File: src/rtl/muldiv_pkg.sv
// Shared types and constants for the EX-stage iterative multiply/divide unit.
package muldiv_pkg;

    // funct3 encodings of the RV32M operations
    typedef enum logic [2:0] {
        MUL    = 3'd0,
        MULH   = 3'd1,
        MULHSU = 3'd2,
        MULHU  = 3'd3,
        DIV    = 3'd4,
        DIVU   = 3'd5,
        REM    = 3'd6,
        REMU   = 3'd7
    } muldiv_op_t;

    typedef enum logic [1:0] {
        IDLE = 2'd0,
        CALC = 2'd1,
        DONE = 2'd2
    } muldiv_state_t;

    // Quotient returned for a divide by zero
    localparam logic [31:0] DIV_BY_ZERO_Q = '1;

    // rs1 is interpreted as signed for these operations
    function automatic logic rs1_is_signed(input muldiv_op_t f);
        return (f == MUL) || (f == MULH) || (f == MULHSU) || (f == DIV) || (f == REM);
    endfunction

    // rs2 is interpreted as signed for these operations
    function automatic logic rs2_is_signed(input muldiv_op_t f);
        return (f == MUL) || (f == MULH) || (f == DIV) || (f == REM);
    endfunction

endpackage

File: src/rtl/muldiv_operand_prep.sv
// Operand preparation: magnitudes, sign flags and divide corner-case detection.
module muldiv_operand_prep
    import muldiv_pkg::*;
#(
    parameter int XLEN = 32
) (
    input  muldiv_op_t        op,
    input  logic [XLEN-1:0]   rs1_data,
    input  logic [XLEN-1:0]   rs2_data,
    output logic [XLEN-1:0]   mag_a,
    output logic [XLEN-1:0]   mag_b,
    output logic              neg_a,
    output logic              neg_b,
    output logic              is_div,
    output logic              div_by_zero,
    output logic              overflow
);

    localparam logic [XLEN-1:0] MIN_INT = {1'b1, {(XLEN-1){1'b0}}};

    // Sign flags and magnitudes; the most negative value maps onto itself, which
    // is the correct unsigned magnitude
    always_comb begin
        neg_a = rs1_is_signed(op) & rs1_data[XLEN-1];
        neg_b = rs2_is_signed(op) & rs2_data[XLEN-1];
        mag_a = neg_a ? (~rs1_data + 1'b1) : rs1_data;
        mag_b = neg_b ? (~rs2_data + 1'b1) : rs2_data;
    end

    // Divide classification and the two results that bypass the iteration
    always_comb begin
        is_div      = op[2];
        div_by_zero = op[2] & (rs2_data == '0);
        overflow    = ((op == DIV) || (op == REM)) & (rs1_data == MIN_INT) & (rs2_data == '1);
    end

endmodule

File: src/rtl/ex_muldiv_unit.sv
// Iterative RV32M multiply/divide unit: radix-2 shift-add multiply and
// restoring divide on magnitudes, one bit per cycle, with final sign fixup.
//
// state | meaning
// ------+----------------------------------------------------------------
// IDLE  | waiting for start; accepting an op asserts stall in that cycle
// CALC  | one iteration per cycle, count runs XLEN-1 down to 0
// DONE  | done pulse, result/rd valid; stall released so pipeline advances
module ex_muldiv_unit
    import muldiv_pkg::*;
#(
    parameter int XLEN = 32
) (
    input  logic              clk,
    input  logic              reset,
    input  logic              start,
    input  logic [2:0]        op,
    input  logic [XLEN-1:0]   rs1_data,
    input  logic [XLEN-1:0]   rs2_data,
    input  logic [4:0]        rd_address,
    input  logic              flush,
    output logic              stall,
    output logic              done,
    output logic [XLEN-1:0]   result,
    output logic [4:0]        out_rd_address
);

    localparam int CNT_W = $clog2(XLEN);
    localparam logic [XLEN-1:0] MIN_INT = {1'b1, {(XLEN-1){1'b0}}};

    muldiv_state_t      state, next_state;
    muldiv_op_t         op_in, op_q;
    logic [CNT_W-1:0]   count;
    logic [2*XLEN-1:0]  acc;
    logic [XLEN-1:0]    operand_q;
    logic [4:0]         rd_q;
    logic               neg_a_q, neg_b_q, fast_q;

    logic [XLEN-1:0]    mag_a, mag_b;
    logic               neg_a, neg_b, is_div, div_by_zero, overflow;
    logic               accept;

    logic [XLEN:0]      mul_sum;
    logic [2*XLEN-1:0]  mul_next;
    logic [XLEN:0]      rem_shift;
    logic               div_ge;
    logic [XLEN-1:0]    div_diff;
    logic [2*XLEN-1:0]  div_next;

    logic [2*XLEN-1:0]  prod;
    logic [XLEN-1:0]    quot, rem, sel;

    assign op_in  = muldiv_op_t'(op);
    assign accept = (state == IDLE) & start & ~flush;

    muldiv_operand_prep #(.XLEN(XLEN)) u_prep (
        .op          (op_in),
        .rs1_data    (rs1_data),
        .rs2_data    (rs2_data),
        .mag_a       (mag_a),
        .mag_b       (mag_b),
        .neg_a       (neg_a),
        .neg_b       (neg_b),
        .is_div      (is_div),
        .div_by_zero (div_by_zero),
        .overflow    (overflow)
    );

    // State register
    always_ff @(posedge clk or posedge reset) begin
        if (reset) state <= IDLE;
        else       state <= next_state;
    end

    // Next-state and handshake outputs; flush always returns to IDLE
    always_comb begin
        next_state = state;
        stall      = 1'b0;
        done       = 1'b0;
        case (state)
            IDLE: begin
                if (accept) begin
                    stall      = 1'b1;
                    next_state = (div_by_zero | overflow) ? DONE : CALC;
                end
            end
            CALC: begin
                stall = 1'b1;
                if (count == '0) next_state = DONE;
            end
            DONE: begin
                done       = ~flush;
                next_state = IDLE;
            end
            default: next_state = IDLE;
        endcase
        if (flush) next_state = IDLE;
    end

    // One iteration step: acc = {partial product, multiplier} for multiply,
    // {partial remainder, dividend/quotient} for divide
    always_comb begin
        mul_sum   = {1'b0, acc[2*XLEN-1:XLEN]} + {1'b0, (acc[0] ? operand_q : '0)};
        mul_next  = {mul_sum, acc[XLEN-1:1]};
        rem_shift = acc[2*XLEN-1:XLEN-1];
        div_ge    = rem_shift >= {1'b0, operand_q};
        div_diff  = rem_shift[XLEN-1:0] - operand_q;
        div_next  = div_ge ? {div_diff, acc[XLEN-2:0], 1'b1} : {acc[2*XLEN-2:0], 1'b0};
    end

    // Operand latch at acceptance and per-cycle iteration
    always_ff @(posedge clk or posedge reset) begin
        if (reset) begin
            op_q      <= MUL;
            rd_q      <= '0;
            neg_a_q   <= 1'b0;
            neg_b_q   <= 1'b0;
            fast_q    <= 1'b0;
            count     <= '0;
            acc       <= '0;
            operand_q <= '0;
        end else begin
            if (accept) begin
                op_q    <= op_in;
                rd_q    <= rd_address;
                neg_a_q <= neg_a;
                neg_b_q <= neg_b;
                fast_q  <= div_by_zero | overflow;
                count   <= CNT_W'(XLEN - 1);
                if (div_by_zero) begin
                    acc       <= {rs1_data, DIV_BY_ZERO_Q};
                    operand_q <= '0;
                end else if (overflow) begin
                    acc       <= {{XLEN{1'b0}}, MIN_INT};
                    operand_q <= '0;
                end else if (is_div) begin
                    acc       <= {{XLEN{1'b0}}, mag_a};
                    operand_q <= mag_b;
                end else begin
                    acc       <= {{XLEN{1'b0}}, mag_b};
                    operand_q <= mag_a;
                end
            end else if (state == CALC) begin
                acc   <= op_q[2] ? div_next : mul_next;
                count <= count - 1'b1;
            end
        end
    end

    // Sign fixup and result select; outputs held at zero outside the done pulse.
    // Fast-path results are stored final and bypass the fixup.
    always_comb begin
        prod = (neg_a_q ^ neg_b_q) ? (~acc + 1'b1) : acc;
        quot = (neg_a_q ^ neg_b_q) ? (~acc[XLEN-1:0] + 1'b1) : acc[XLEN-1:0];
        rem  = neg_a_q ? (~acc[2*XLEN-1:XLEN] + 1'b1) : acc[2*XLEN-1:XLEN];
        case (op_q)
            MUL:                 sel = prod[XLEN-1:0];
            MULH, MULHSU, MULHU: sel = prod[2*XLEN-1:XLEN];
            DIV, DIVU:           sel = fast_q ? acc[XLEN-1:0] : quot;
            REM, REMU:           sel = fast_q ? acc[2*XLEN-1:XLEN] : rem;
            default:             sel = '0;
        endcase
        result         = done ? sel : '0;
        out_rd_address = done ? rd_q : '0;
    end

endmodule

File: config.mk
export PLATFORM = sky130hd
export DESIGN_NAME = ex_muldiv_unit
export DESIGN_NICKNAME = d
export VERILOG_FILES = /design/src/rtl/muldiv_pkg.sv /design/src/rtl/muldiv_operand_prep.sv /design/src/rtl/ex_muldiv_unit.sv
export SDC_FILE = /design/constraint.sdc
export NUM_CORES = 1
export LEC_CHECK = 0
export ABC_AREA = 0
export CAP_MARGIN = 30
export CORE_AREA = 2 2 180 182
export DETAILED_ROUTE_END_ITERATION = 8
export DIE_AREA = 0 0 182 184
export PLACE_DENSITY = 0.68
export SLEW_MARGIN = 20
export SYNTH_ARGS = -nofsm -noshare
export SYNTH_HDL_FRONTEND = slang
export SYNTH_SLANG_ARGS = --single-unit
File: constraint.sdc
create_clock -name clk -period 10.1 [get_ports clk]
set_input_delay 2.02 -clock clk [delete_from_list [all_inputs] [get_ports clk]]
set_output_delay 2.02 -clock clk [all_outputs]
set_load 0.1 [all_outputs]
==> metrics <==
antenna violations before repair 0; R2R Setup Slk 5710 ps; Starting Density 47.45%; Seq cells post-synth 114; worst slew pin tran 994.4 ps; GPL Wtd Cong 1.015; Post-Syn Area 14900 um^2; Detailed Routing Iterations Pass 1 8; # IOs 115; ys async rst share 100.0%; CTS Hold Buffers Added 0; Cell variety after synth 88; Finished Cell Area 16790 um^2; WL final 62150 um; post-CTS setup buffers 0; grt met1 use 51.17%; vias in the first global route 15230; hold path endpoint rd_q[2]; layout cells sized above 1 5.501%; hold path cells 2; FF-to-FF Start acc[35]; status finished clean; total global routing overflow 0; htree depth 4; Syn Nets 2260; Rel. slew slack 33.50%; first-pass GRT wire length 93230 um; Resize count post-CTS 0; gate count of the mapped netlist 2111; max-slew violation count 0; worst-path maximum fanout 10; warnings from Yosys 0; total negative slack 0 ps; startpoint class of the critical path flip-flop; met2 Use GR 54.66%; Crit Reg-Reg Endpoint acc[54]; CTS tree built; commonest non-fill, non-tap cell in the layout nor2_1; final hold violations 0; worst path bufs/invs 1; global routing met3 resource utilization 7.250%; worst skew pair latency 460 ps; r2r worst-path depth 11; via count 16780; highest clock rate 0.1357 GHz; Vias/cell 6.637; Crit path max-delay family simple AND/OR/NAND/NOR gates; RSZ-0062 raised after global routing no; Worst-path clk slew 60 ps; CTS Buffer Depth 2; worst hold path type reg -> reg; minimum clock period 7367 ps; crit path DAT 5350 ps; MaxCap Viol Count 0; pin count of the biggest net entering global routing 96; number of synthesized flops with an enable pin 0; GRT Total Usage 36.60%; clk_skew 20.42 ps; Port Buffer Count 114; most area-consuming cells after synthesis dfrtp_1 (19%), a21oi_1 (7.4%), xnor2_1 (7.0%); # rows 65; crit-path max cell delay 1240 ps; Die Span Y 184 um; pwr dens 305.6 nW/um^2; Net count, final 2263; # fillers 3096; GR peak layer met2; crit end category output port; CTS root buf clkbuf_16; Pleak 6.769 nW; number of remaining DRC errors 0; Sink Count 114; Max VDD drop 0.2200 mV; top-area cell type share of the netlist area 19.15%; Synth area leader dfrtp_1; worst path cell trace nor4_1, nor4b_1, nand2_1, nor3_1, a21oi_1, xnor2_1, o221ai_1, a31oi_1, a211oi_1, clkdlybuf4s50_1; Final Setup Violations 0; WP data required 8080 ps; total CTS buffers 17; chip width 182 um; most frequent cells in the layout nor2_1 (258), a21oi_1 (221), o21ai_0 (203), nand2_1 (191), xnor2_1 (118); Layout area overhead 12.73%; syn avg cell area 7.056 um^2; total inserted antenna cells 0; sequential area share after synthesis 19.15%; worst setup path class reg -> out; CP max-delay cell clkdlybuf4s50_1; dpl hpwl 46890 um; ys flop type dfrtp_1; critical hold path startpoint rd_q[2]; Tcrit/Tclk final 72.94%; post-route ant nets 0; initial DRC count 2175; placed cell area 16180 um^2; DR WL/cell 24.57 um; Die Footprint 33490 um^2; Core ar. 31390 um^2
[worst reg2reg max path, delay by kind of cell (launching register included)]
kind / cells / cell delay, ps
buffers and inverters: 1 / 360
flip-flops: 1 / 540
AO/OA/AOI/OAI: 7 / 2340
AND/OR/NAND/NOR: 2 / 550
adder cells (fa/ha/maj): 1 / 470
[area by class of cell]
| cell class | count | area (um^2) | area share (%) |
|---|---|---|---|
| Clock buffer | 17 | 425.4 | 2.533 |
| Clock inverter | 15 | 156.4 | 0.9314 |
| Inverter | 75 | 284.0 | 1.691 |
| Multi-Input combinational cell | 1760 | 11180 | 66.55 |
| Sequential cell | 114 | 2854 | 17.00 |
| Tap cell | 402 | 503.0 | 2.995 |
| Timing Repair Buffer | 146 | 1394 | 8.300 |
[flip-flops by register name (all words and copies together), names as in the netlist]
name       cells
neg_a_q        1
fast_q         1
acc           64
state          2
operand_q     32
op_q           3
count          5
rd_q           5
neg_b_q        1
[power breakdown]
part           switching [mW]  internal, mW
registers               0.416         0.620
clock network           0.273         0.349
logic                    2.16          1.31
[how the worst max path moves through the flow]
stage / end / slack (ps) / startpoint / cells past startpoint
floorplan: result[0] / 2630 / flush / 5
CTS: result[31] / 2990 / acc[46] / 10
global placement: result[29] / 3310 / flush / 6
global route: result[31] / 2630 / acc[46] / 10
detailed placement: result[0] / 3260 / flush / 8
finish: result[31] / 2730 / acc[46] / 10
[logic make-up after synthesis]
family	count (synthesis)	share of synthesized area [%]
buffers and inverters	237	6.165
AO/OA/AOI/OAI	697	28.78
flip-flops	114	19.15
AND/OR/NAND/NOR	710	22.65
multiplexers	62	4.200
XOR/XNOR	218	12.82
adder cells (fa/ha/maj)	73	6.233
[cells in the mapped netlist, drive strengths merged (47+ instances only)]
cell    number
xnor2      119
o21ai      207
a211oi      47
clkbuf     140
nor2       262
a21oi      221
dfrtp      114
mux2i       58
inv         74
nor3        60
xor2        99
nand2      192
ha          71
[through the flow]
step / util (%) / total power [mW] / setup slack (ps) / hold WS [ps] / std cells
finish: 53.49 / 5.132 / 2733 / 484.3 / 2529
global route: 53.49 / 5.461 / 2628 / 502.7 / 2529
floorplan: - / 3.408 / 2630 / 437.4 / 2111
global placement: 51.51 / 4.357 / 3308 / 456.7 / 2494
detailed placement: 51.53 / 4.380 / 3260 / 465.3 / 2495
CTS: 53.38 / 5.014 / 2987 / 481.0 / 2527
[routing by layer]
layer  vias to the layer above  share of wire (%)
met4                         0                4.1
met1                      7993                 42
li1                       7616                  -
met3                       142                 11
met5                         -                  0
met2                      1033                 43
(Power assumes the default switching activity.)
